<file path="src/rtl/change_dispenser_if.sv">
// Signal bundle between the vending controller side and the change dispenser.
// The master drives requests, sensor and maintenance pulses; the slave drives solenoids and status.
interface change_dispenser_if #(
  parameter int INV_W = 6
);
  logic             ReturnNickel;
  logic             ReturnDime;
  logic             ReturnTwoDimes;
  logic             coinSense;
  logic             refillN;
  logic             refillD;
  logic             clearJam;
  logic             ejectNickel;
  logic             ejectDime;
  logic             busy;
  logic             shortChange;
  logic             jam;
  logic             pendOverflow;
  logic [INV_W-1:0] nickelCount;
  logic [INV_W-1:0] dimeCount;

  modport master (
    output ReturnNickel, ReturnDime, ReturnTwoDimes, coinSense, refillN, refillD, clearJam,
    input  ejectNickel, ejectDime, busy, shortChange, jam, pendOverflow, nickelCount, dimeCount
  );

  modport slave (
    input  ReturnNickel, ReturnDime, ReturnTwoDimes, coinSense, refillN, refillD, clearJam,
    output ejectNickel, ejectDime, busy, shortChange, jam, pendOverflow, nickelCount, dimeCount
  );
endinterface

</file>
<file path="src/rtl/change_dispenser.sv">
// Change-return back end: queues owed nickels/dimes and ejects them one coin at a time,
// confirming each drop on the coin sensor, tracking hopper inventory and flagging jams.
module change_dispenser #(
  parameter int INV_W       = 6,
  parameter int PEND_W      = 4,
  parameter int NICKEL_INIT = 8,
  parameter int DIME_INIT   = 8,
  parameter int EJECT_CYC   = 4,
  parameter int ACK_TO      = 16
) (
  input logic                clk,
  input logic                reset,
  change_dispenser_if.slave  bus
);

  typedef enum logic [2:0] {
    IDLE    = 3'd0,
    EJECT_N = 3'd1,
    WAIT_N  = 3'd2,
    EJECT_D = 3'd3,
    WAIT_D  = 3'd4,
    JAM     = 3'd5
  } state_t;

  localparam int PW2     = PEND_W + 2;
  localparam int IW1     = INV_W + 1;
  localparam int TMR_MAX = (EJECT_CYC > ACK_TO) ? EJECT_CYC : ACK_TO;
  localparam int TMR_W   = $clog2(TMR_MAX + 1) + 1;

  localparam logic [PW2-1:0]   PEND_MAX   = {2'b00, {PEND_W{1'b1}}};
  localparam logic [IW1-1:0]   INV_MAX    = {1'b0, {INV_W{1'b1}}};
  localparam logic [PW2-1:0]   PEND_TWO   = {{PEND_W{1'b0}}, 2'b10};
  localparam logic [PW2-1:0]   PEND_NONE  = {PW2{1'b0}};
  localparam logic [TMR_W-1:0] TMR_ONE    = {{(TMR_W-1){1'b0}}, 1'b1};
  localparam logic [TMR_W-1:0] EJECT_LAST = TMR_W'(EJECT_CYC - 1);
  localparam logic [TMR_W-1:0] ACK_LAST   = TMR_W'(ACK_TO - 1);
  localparam logic [INV_W-1:0] INV_TWO    = {{(INV_W-2){1'b0}}, 2'b10};

  // Clamp a widened pending-count sum to the counter range.
  function automatic logic [PEND_W-1:0] sat_pend(input logic [PW2-1:0] v);
    if (v > PEND_MAX) sat_pend = PEND_MAX[PEND_W-1:0];
    else              sat_pend = v[PEND_W-1:0];
  endfunction

  // Clamp a widened inventory sum to the counter range.
  function automatic logic [INV_W-1:0] sat_inv(input logic [IW1-1:0] v);
    if (v > INV_MAX) sat_inv = INV_MAX[INV_W-1:0];
    else             sat_inv = v[INV_W-1:0];
  endfunction

  state_t             state_r;
  logic [TMR_W-1:0]   tmr_r;
  logic [PEND_W-1:0]  pend_n_r, pend_d_r;
  logic [INV_W-1:0]   nickel_cnt_r, dime_cnt_r;
  logic               eject_n_r, eject_d_r, jam_r, overflow_r;

  logic               can_d_s, can_sub_s, can_n_s, idle_s, owed_s;
  logic               sub_s, ack_n_s, ack_d_s, ovf_s;
  logic [PW2-1:0]     pend_n_sum_s, pend_d_sum_s;
  logic [IW1-1:0]     nickel_sum_s, dime_sum_s;

  // Dispatch decisions and net next values for the pending and inventory counters.
  always_comb begin
    idle_s    = (state_r == IDLE);
    owed_s    = (pend_n_r != {PEND_W{1'b0}}) || (pend_d_r != {PEND_W{1'b0}});
    can_d_s   = (pend_d_r != {PEND_W{1'b0}}) && (dime_cnt_r != {INV_W{1'b0}});
    can_sub_s = (pend_d_r != {PEND_W{1'b0}}) && (dime_cnt_r == {INV_W{1'b0}})
                && (nickel_cnt_r >= INV_TWO);
    can_n_s   = (pend_n_r != {PEND_W{1'b0}}) && (nickel_cnt_r != {INV_W{1'b0}});
    sub_s     = idle_s && can_sub_s;
    ack_n_s   = (state_r == WAIT_N) && bus.coinSense;
    ack_d_s   = (state_r == WAIT_D) && bus.coinSense;

    pend_n_sum_s = {2'b00, pend_n_r} + PW2'(bus.ReturnNickel)
                   + (sub_s ? PEND_TWO : PEND_NONE) - PW2'(ack_n_s);
    pend_d_sum_s = {2'b00, pend_d_r} + PW2'(bus.ReturnDime)
                   + {{PEND_W{1'b0}}, bus.ReturnTwoDimes, 1'b0}
                   - PW2'(sub_s) - PW2'(ack_d_s);
    ovf_s        = (pend_n_sum_s > PEND_MAX) || (pend_d_sum_s > PEND_MAX);

    nickel_sum_s = {1'b0, nickel_cnt_r} + IW1'(bus.refillN) - IW1'(ack_n_s);
    dime_sum_s   = {1'b0, dime_cnt_r}   + IW1'(bus.refillD) - IW1'(ack_d_s);
  end

  // Owed-coin queues, hopper inventory and the sticky overflow flag.
  always_ff @(posedge clk) begin
    if (!reset) begin
      pend_n_r     <= {PEND_W{1'b0}};
      pend_d_r     <= {PEND_W{1'b0}};
      nickel_cnt_r <= INV_W'(NICKEL_INIT);
      dime_cnt_r   <= INV_W'(DIME_INIT);
      overflow_r   <= 1'b0;
    end else begin
      pend_n_r     <= sat_pend(pend_n_sum_s);
      pend_d_r     <= sat_pend(pend_d_sum_s);
      nickel_cnt_r <= sat_inv(nickel_sum_s);
      dime_cnt_r   <= sat_inv(dime_sum_s);
      overflow_r   <= overflow_r | ovf_s;
    end
  end

  // Ejection FSM; the solenoid and jam outputs are registered alongside the state.
  always_ff @(posedge clk) begin
    if (!reset) begin
      state_r   <= IDLE;
      tmr_r     <= {TMR_W{1'b0}};
      eject_n_r <= 1'b0;
      eject_d_r <= 1'b0;
      jam_r     <= 1'b0;
    end else begin
      case (state_r)
        IDLE: begin
          tmr_r <= {TMR_W{1'b0}};
          if (can_d_s) begin
            state_r   <= EJECT_D;
            eject_d_r <= 1'b1;
          end else if (can_sub_s) begin
            state_r <= IDLE;
          end else if (can_n_s) begin
            state_r   <= EJECT_N;
            eject_n_r <= 1'b1;
          end else begin
            state_r <= IDLE;
          end
        end
        EJECT_N, EJECT_D: begin
          if (tmr_r == EJECT_LAST) begin
            state_r   <= (state_r == EJECT_N) ? WAIT_N : WAIT_D;
            eject_n_r <= 1'b0;
            eject_d_r <= 1'b0;
            tmr_r     <= {TMR_W{1'b0}};
          end else begin
            tmr_r <= tmr_r + TMR_ONE;
          end
        end
        WAIT_N, WAIT_D: begin
          if (bus.coinSense) begin
            state_r <= IDLE;
          end else if (tmr_r == ACK_LAST) begin
            state_r <= JAM;
            jam_r   <= 1'b1;
          end else begin
            tmr_r <= tmr_r + TMR_ONE;
          end
        end
        JAM: begin
          if (bus.clearJam) begin
            state_r <= IDLE;
            jam_r   <= 1'b0;
          end else begin
            state_r <= JAM;
          end
        end
        default: begin
          state_r   <= IDLE;
          eject_n_r <= 1'b0;
          eject_d_r <= 1'b0;
          jam_r     <= 1'b0;
        end
      endcase
    end
  end

  // shortChange and busy follow the registers directly so they track the same cycle as the counts.
  assign bus.ejectNickel  = eject_n_r;
  assign bus.ejectDime    = eject_d_r;
  assign bus.jam          = jam_r;
  assign bus.pendOverflow = overflow_r;
  assign bus.nickelCount  = nickel_cnt_r;
  assign bus.dimeCount    = dime_cnt_r;
  assign bus.busy         = owed_s || !idle_s;
  assign bus.shortChange  = idle_s && owed_s && !(can_d_s || can_sub_s || can_n_s);

endmodule
</file>
<file path="src/flat_wrapper.sv">
// flat-port wrapper written by rule: the top's interface ports become plain ports
module change_dispenser_flat 
#(
  parameter int INV_W       = 6,
  parameter int PEND_W      = 4,
  parameter int NICKEL_INIT = 8,
  parameter int DIME_INIT   = 8,
  parameter int EJECT_CYC   = 4,
  parameter int ACK_TO      = 16
)
  (clk, reset, bus_ReturnNickel, bus_ReturnDime, bus_ReturnTwoDimes, bus_coinSense, bus_refillN, bus_refillD, bus_clearJam, bus_ejectNickel, bus_ejectDime, bus_busy, bus_shortChange, bus_jam, bus_pendOverflow, bus_nickelCount, bus_dimeCount);
  change_dispenser_if #(.INV_W(INV_W)) bus_i ();
  input logic clk;
  input logic reset;
  input wire logic [$bits(bus_i.ReturnNickel)-1:0] bus_ReturnNickel;
  input wire logic [$bits(bus_i.ReturnDime)-1:0] bus_ReturnDime;
  input wire logic [$bits(bus_i.ReturnTwoDimes)-1:0] bus_ReturnTwoDimes;
  input wire logic [$bits(bus_i.coinSense)-1:0] bus_coinSense;
  input wire logic [$bits(bus_i.refillN)-1:0] bus_refillN;
  input wire logic [$bits(bus_i.refillD)-1:0] bus_refillD;
  input wire logic [$bits(bus_i.clearJam)-1:0] bus_clearJam;
  output wire logic [$bits(bus_i.ejectNickel)-1:0] bus_ejectNickel;
  output wire logic [$bits(bus_i.ejectDime)-1:0] bus_ejectDime;
  output wire logic [$bits(bus_i.busy)-1:0] bus_busy;
  output wire logic [$bits(bus_i.shortChange)-1:0] bus_shortChange;
  output wire logic [$bits(bus_i.jam)-1:0] bus_jam;
  output wire logic [$bits(bus_i.pendOverflow)-1:0] bus_pendOverflow;
  output wire logic [$bits(bus_i.nickelCount)-1:0] bus_nickelCount;
  output wire logic [$bits(bus_i.dimeCount)-1:0] bus_dimeCount;
  assign bus_i.ReturnNickel = bus_ReturnNickel;
  assign bus_i.ReturnDime = bus_ReturnDime;
  assign bus_i.ReturnTwoDimes = bus_ReturnTwoDimes;
  assign bus_i.coinSense = bus_coinSense;
  assign bus_i.refillN = bus_refillN;
  assign bus_i.refillD = bus_refillD;
  assign bus_i.clearJam = bus_clearJam;
  assign bus_ejectNickel = bus_i.ejectNickel;
  assign bus_ejectDime = bus_i.ejectDime;
  assign bus_busy = bus_i.busy;
  assign bus_shortChange = bus_i.shortChange;
  assign bus_jam = bus_i.jam;
  assign bus_pendOverflow = bus_i.pendOverflow;
  assign bus_nickelCount = bus_i.nickelCount;
  assign bus_dimeCount = bus_i.dimeCount;
  change_dispenser #(.INV_W(INV_W), .PEND_W(PEND_W), .NICKEL_INIT(NICKEL_INIT), .DIME_INIT(DIME_INIT), .EJECT_CYC(EJECT_CYC), .ACK_TO(ACK_TO)) u_core (.clk(clk), .reset(reset), .bus(bus_i));
endmodule
</file>
<file path="config.mk">
export PLATFORM = sky130hd
export DESIGN_NAME = change_dispenser_flat
export DESIGN_NICKNAME = d
export VERILOG_FILES = /design/src/rtl/change_dispenser_if.sv /design/src/rtl/change_dispenser.sv /design/src/flat_wrapper.sv
export SDC_FILE = /design/constraint.sdc
export NUM_CORES = 1
export LEC_CHECK = 0
export CORE_ASPECT_RATIO = 0.75
export CORE_MARGIN = 1.5
export CORE_UTILIZATION = 49
export DETAILED_ROUTE_END_ITERATION = 10
export PLACE_DENSITY = 0.8
export SYNTH_ARGS = -nofsm -noshare
export SYNTH_HDL_FRONTEND = slang
export SYNTH_SLANG_ARGS = --single-unit
</file>
<file path="constraint.sdc">
create_clock -name clk -period 3.7 [get_ports clk]
set_clock_uncertainty 0.05 [all_clocks]
set_input_delay 1.11 -clock clk [delete_from_list [all_inputs] [get_ports clk]]
set_output_delay 1.11 -clock clk [all_outputs]
set_load 0.005 [all_outputs]
</file>
==> metrics.txt <==
CTS Hold Buffers Added 0; Max Cap Viol 0; share of cells above drive strength 1 15.1%; Pre-antenna DRT Iters 4; RR Startpoint u_core.bus.nickelCount[4]; met3 GRT Util 4.20%; Synth area leaders dfxtp_1 27%, ha_1 17%, inv_1 5.9%; GRT Overall Usage 22.2%; # fillers 389; Power Internal 1.88 mW; sink of the worst hold path u_core.bus.jam; CTS buffer count 5; syn nets 343; Worst Setup Start Kind input port; Leak 1.44 nW; area grow syn2layout 28.4%; status completed; ys async rst share 0%; largest fanout on the critical path 4; syn avg cell area 8.37 sq um; Rows 22; Post-Synth XOR/XNOR Area 7.78%; FF-to-FF End u_core.pend_d_r[3]; I/O pin cnt 27; layout net count 405; Final min period 3.64 ns; P_sw 1.47 mW; mux share of post-synthesis cell area 1.62%; CTS H-Tree Depth 2; Final Cell Area 3180 sq um; worst vdd ir 0.000577 V; sequential share of power 19.0%; YS warnings 0; CTS Sinks 33; Final Hold Viols 0; multi-input logic area 1700 sq um; hold_sp u_core.bus.jam; remaining antenna violation count 0; Worst Hold Path Cells 2; Wirelength per Cell 13.7 microns; DP Area 3030 sq um; top_reg_cell synth dfxtp_1; Worst Hold Class reg2reg; clock root buffer clkbuf_8; pwr/cell area 1050 nW/um^2; drt via density 5.54; crit path DAT 3.72 ns; vias in the first global route 2251; ant diodes 0; Synth Register Bits 33; Switching Share 43.9%; Fmax 275 MHz; most common cell in the netlist inv_1; Slew HR 61.4%; post-synth top area share 26.7%; via count 2316; leading area contributor after synthesis dfxtp_1; Post-Synthesis Cells 296; First DRT Iteration DRCs 129; Worst Tran Pin Value 0.578 ns; Inst Count DP 409; final setup violation count 0; main combinational cell family by area after synthesis adder cells; Final period util 98.3%; Logic pwr share 72.7%; Core ar. 4870 sq um; initial antenna violation count 0; Fin Hold WS 0.453 ns; DIE WIDTH 85.1 microns; r2r setup slk 0.25 ns; GR Layer Usage met1 27.2%; starting density of the core 50.8%; setup repair after global routing missed its margin true; first-pass GRT wire length 9760 microns; Req. time, crit path 3.79 ns; WS Path Type in2reg; GR peak layer met2; top post-synthesis cells by count 39 x inv_1, 34 x ha_1, 33 x dfxtp_1; simple-gate share of the synthesized area 19.5%; GRT overflow 0; library cells used by synthesis 51; Final Wtd Congestion 0.865; met2 Resource Use GR 39.1%; EDFF count, synth 0; Seq/Total Area, Yosys 26.7%; Total Die Area 5500 sq um; CTS tree yes; Worst-path clk slew 0.06 ns; FF-to-FF path depth 15; CP endpoint kind flip-flop; Synth Cell Area 2480 sq um; Max Root-Sink Buffers 2; clock group share of total power 8.3%; non-filler instance count after layout 418; Die Ht 64.6 microns; PortBufs 26; Pins Over Slew Limit 0; Synth Area in Adders 20.4%; DPL Wire Length 4340 microns; largest net degree at the start of global routing 19; clk_lat worst skew 0.30 ns; Compound-Gate Fraction of Synth Area 17.3%; Detailed Route WL 5710 microns; DRC 0; sequential cell area 661 sq um
[per-stage QoR]
stage                     setup slack [ns]  utilization, %  power [mW]  TNS [ns]
after floorplan                      0.146               -        2.07         0
after global placement              -0.465            62.2        2.83     -5.47
after detailed placement            -0.568            62.2        2.93     -6.93
after CTS                           0.0176            64.8        3.27         0
after global routing               -0.0571            65.3        3.66   -0.0960
final                               0.0632            65.3        3.35         0
[cells in the final DEF, fill, tap and decap left out, types with 2 or more instances in the layout]
cell | synthesis | routed
nand4_1 | 4 | 4
a211o_1 | 2 | 2
xor2_1 | 13 | 13
nor4_1 | 3 | 3
nor2_1 | 21 | 21
mux2i_1 | 4 | 4
a21oi_1 | 21 | 21
buf_4 | 0 | 34
ha_1 | 34 | 33
a31oi_1 | 3 | 3
o21ai_1 | 3 | 3
o211ai_1 | 3 | 3
o21a_1 | 2 | 2
and3_1 | 2 | 2
dfxtp_1 | 33 | 33
xnor2_1 | 9 | 9
nor3_1 | 7 | 6
nand2b_1 | 6 | 5
fa_1 | 4 | 4
nor3b_1 | 2 | 2
nand3_1 | 13 | 13
a221oi_1 | 2 | 2
nor2b_1 | 4 | 4
inv_1 | 39 | 39
o21bai_1 | 2 | 2
nand2_1 | 13 | 12
clkdlybuf4s50_1 | 0 | 24
clkbuf_8 | 0 | 6
o21ai_0 | 13 | 13
or3_1 | 4 | 4
a21o_1 | 2 | 2
o2111ai_1 | 2 | 2
[flip-flops by register name, indices dropped and copies added (netlist names)]
register,flops
u_core.bus.nickelCount,6
u_core.tmr_r,6
u_core.pend_n_r,4
u_core.state_r,3
u_core.bus.ejectDime,1
u_core.pend_d_r,4
u_core.bus.jam,1
u_core.bus.pendOverflow,1
u_core.bus.ejectNickel,1
u_core.bus.dimeCount,6
[critical path, stage by stage]
cell	delay (ns)
clkdlybuf4s50_1	0.42
ha_1	0.22
ha_1	0.33
nand2b_1	0.19
ha_1	0.29
a21o_1	0.25
a2111oi_4	0.35
a211oi_1	0.10
o211ai_1	0.19
buf_4	0.16
o21ai_0	0.11
[cell families (layout without fill, tap and decap cells)]
group | count (synthesis) | in the layout
xor+xnor | 22 | 22
buf+inv | 44 | 106
fa+ha+maj | 38 | 38
compound gates | 66 | 66
simple gates | 89 | 89
flops | 33 | 33
mux | 4 | 4
[repair_timing]
| action | 4_1_cts | 5_1_grt |
|---|---|---|
| buffers inserted | 2 | 0 |
| endpoints found under the setup margin | 12 | 9 |
| gates resized for setup | 8 | 6 |
| hold endpoints to repair | 0 | 0 |
| pin swaps | 10 | 3 |
[metal layers]
layer	vias up	share of wire, %
li1	1172	-
met1	1091	46
met5	-	0
met3	8	3.7
met2	45	49
met4	0	1.3
[worst max path at each step]
stage                           startpoint            endpoint  slack, ns  cells past startpoint
after floorplan              bus_coinSense  u_core.pend_d_r[3]       0.15                     13
final                     bus_ReturnNickel  u_core.pend_n_r[0]       0.06                     11
after global placement       bus_coinSense  u_core.pend_d_r[3]      -0.46                     14
after CTS                    bus_coinSense  u_core.pend_d_r[3]       0.02                     14
after detailed placement     bus_coinSense  u_core.pend_d_r[3]      -0.57                     14
after global routing      bus_ReturnNickel  u_core.pend_n_r[0]      -0.06                     11
[power groups by stage]
stage	Combinational (mW)	Sequential, mW	Clock (mW)
final	2.44	0.636	0.280
after global routing	2.71	0.651	0.296
after CTS	2.36	0.634	0.277
after detailed placement	2.29	0.639	0
after global placement	2.20	0.636	0
after floorplan	1.45	0.627	0
[cell type report]
class / instances / share of cell area (%)
multi-input combinational: 219 / 53.6
sequential: 33 / 20.8
timing repair buffer: 60 / 16.0
inverter: 39 / 4.60
clock buffer: 7 / 2.71
tap: 60 / 2.36
(Power assumes the default switching activity.)
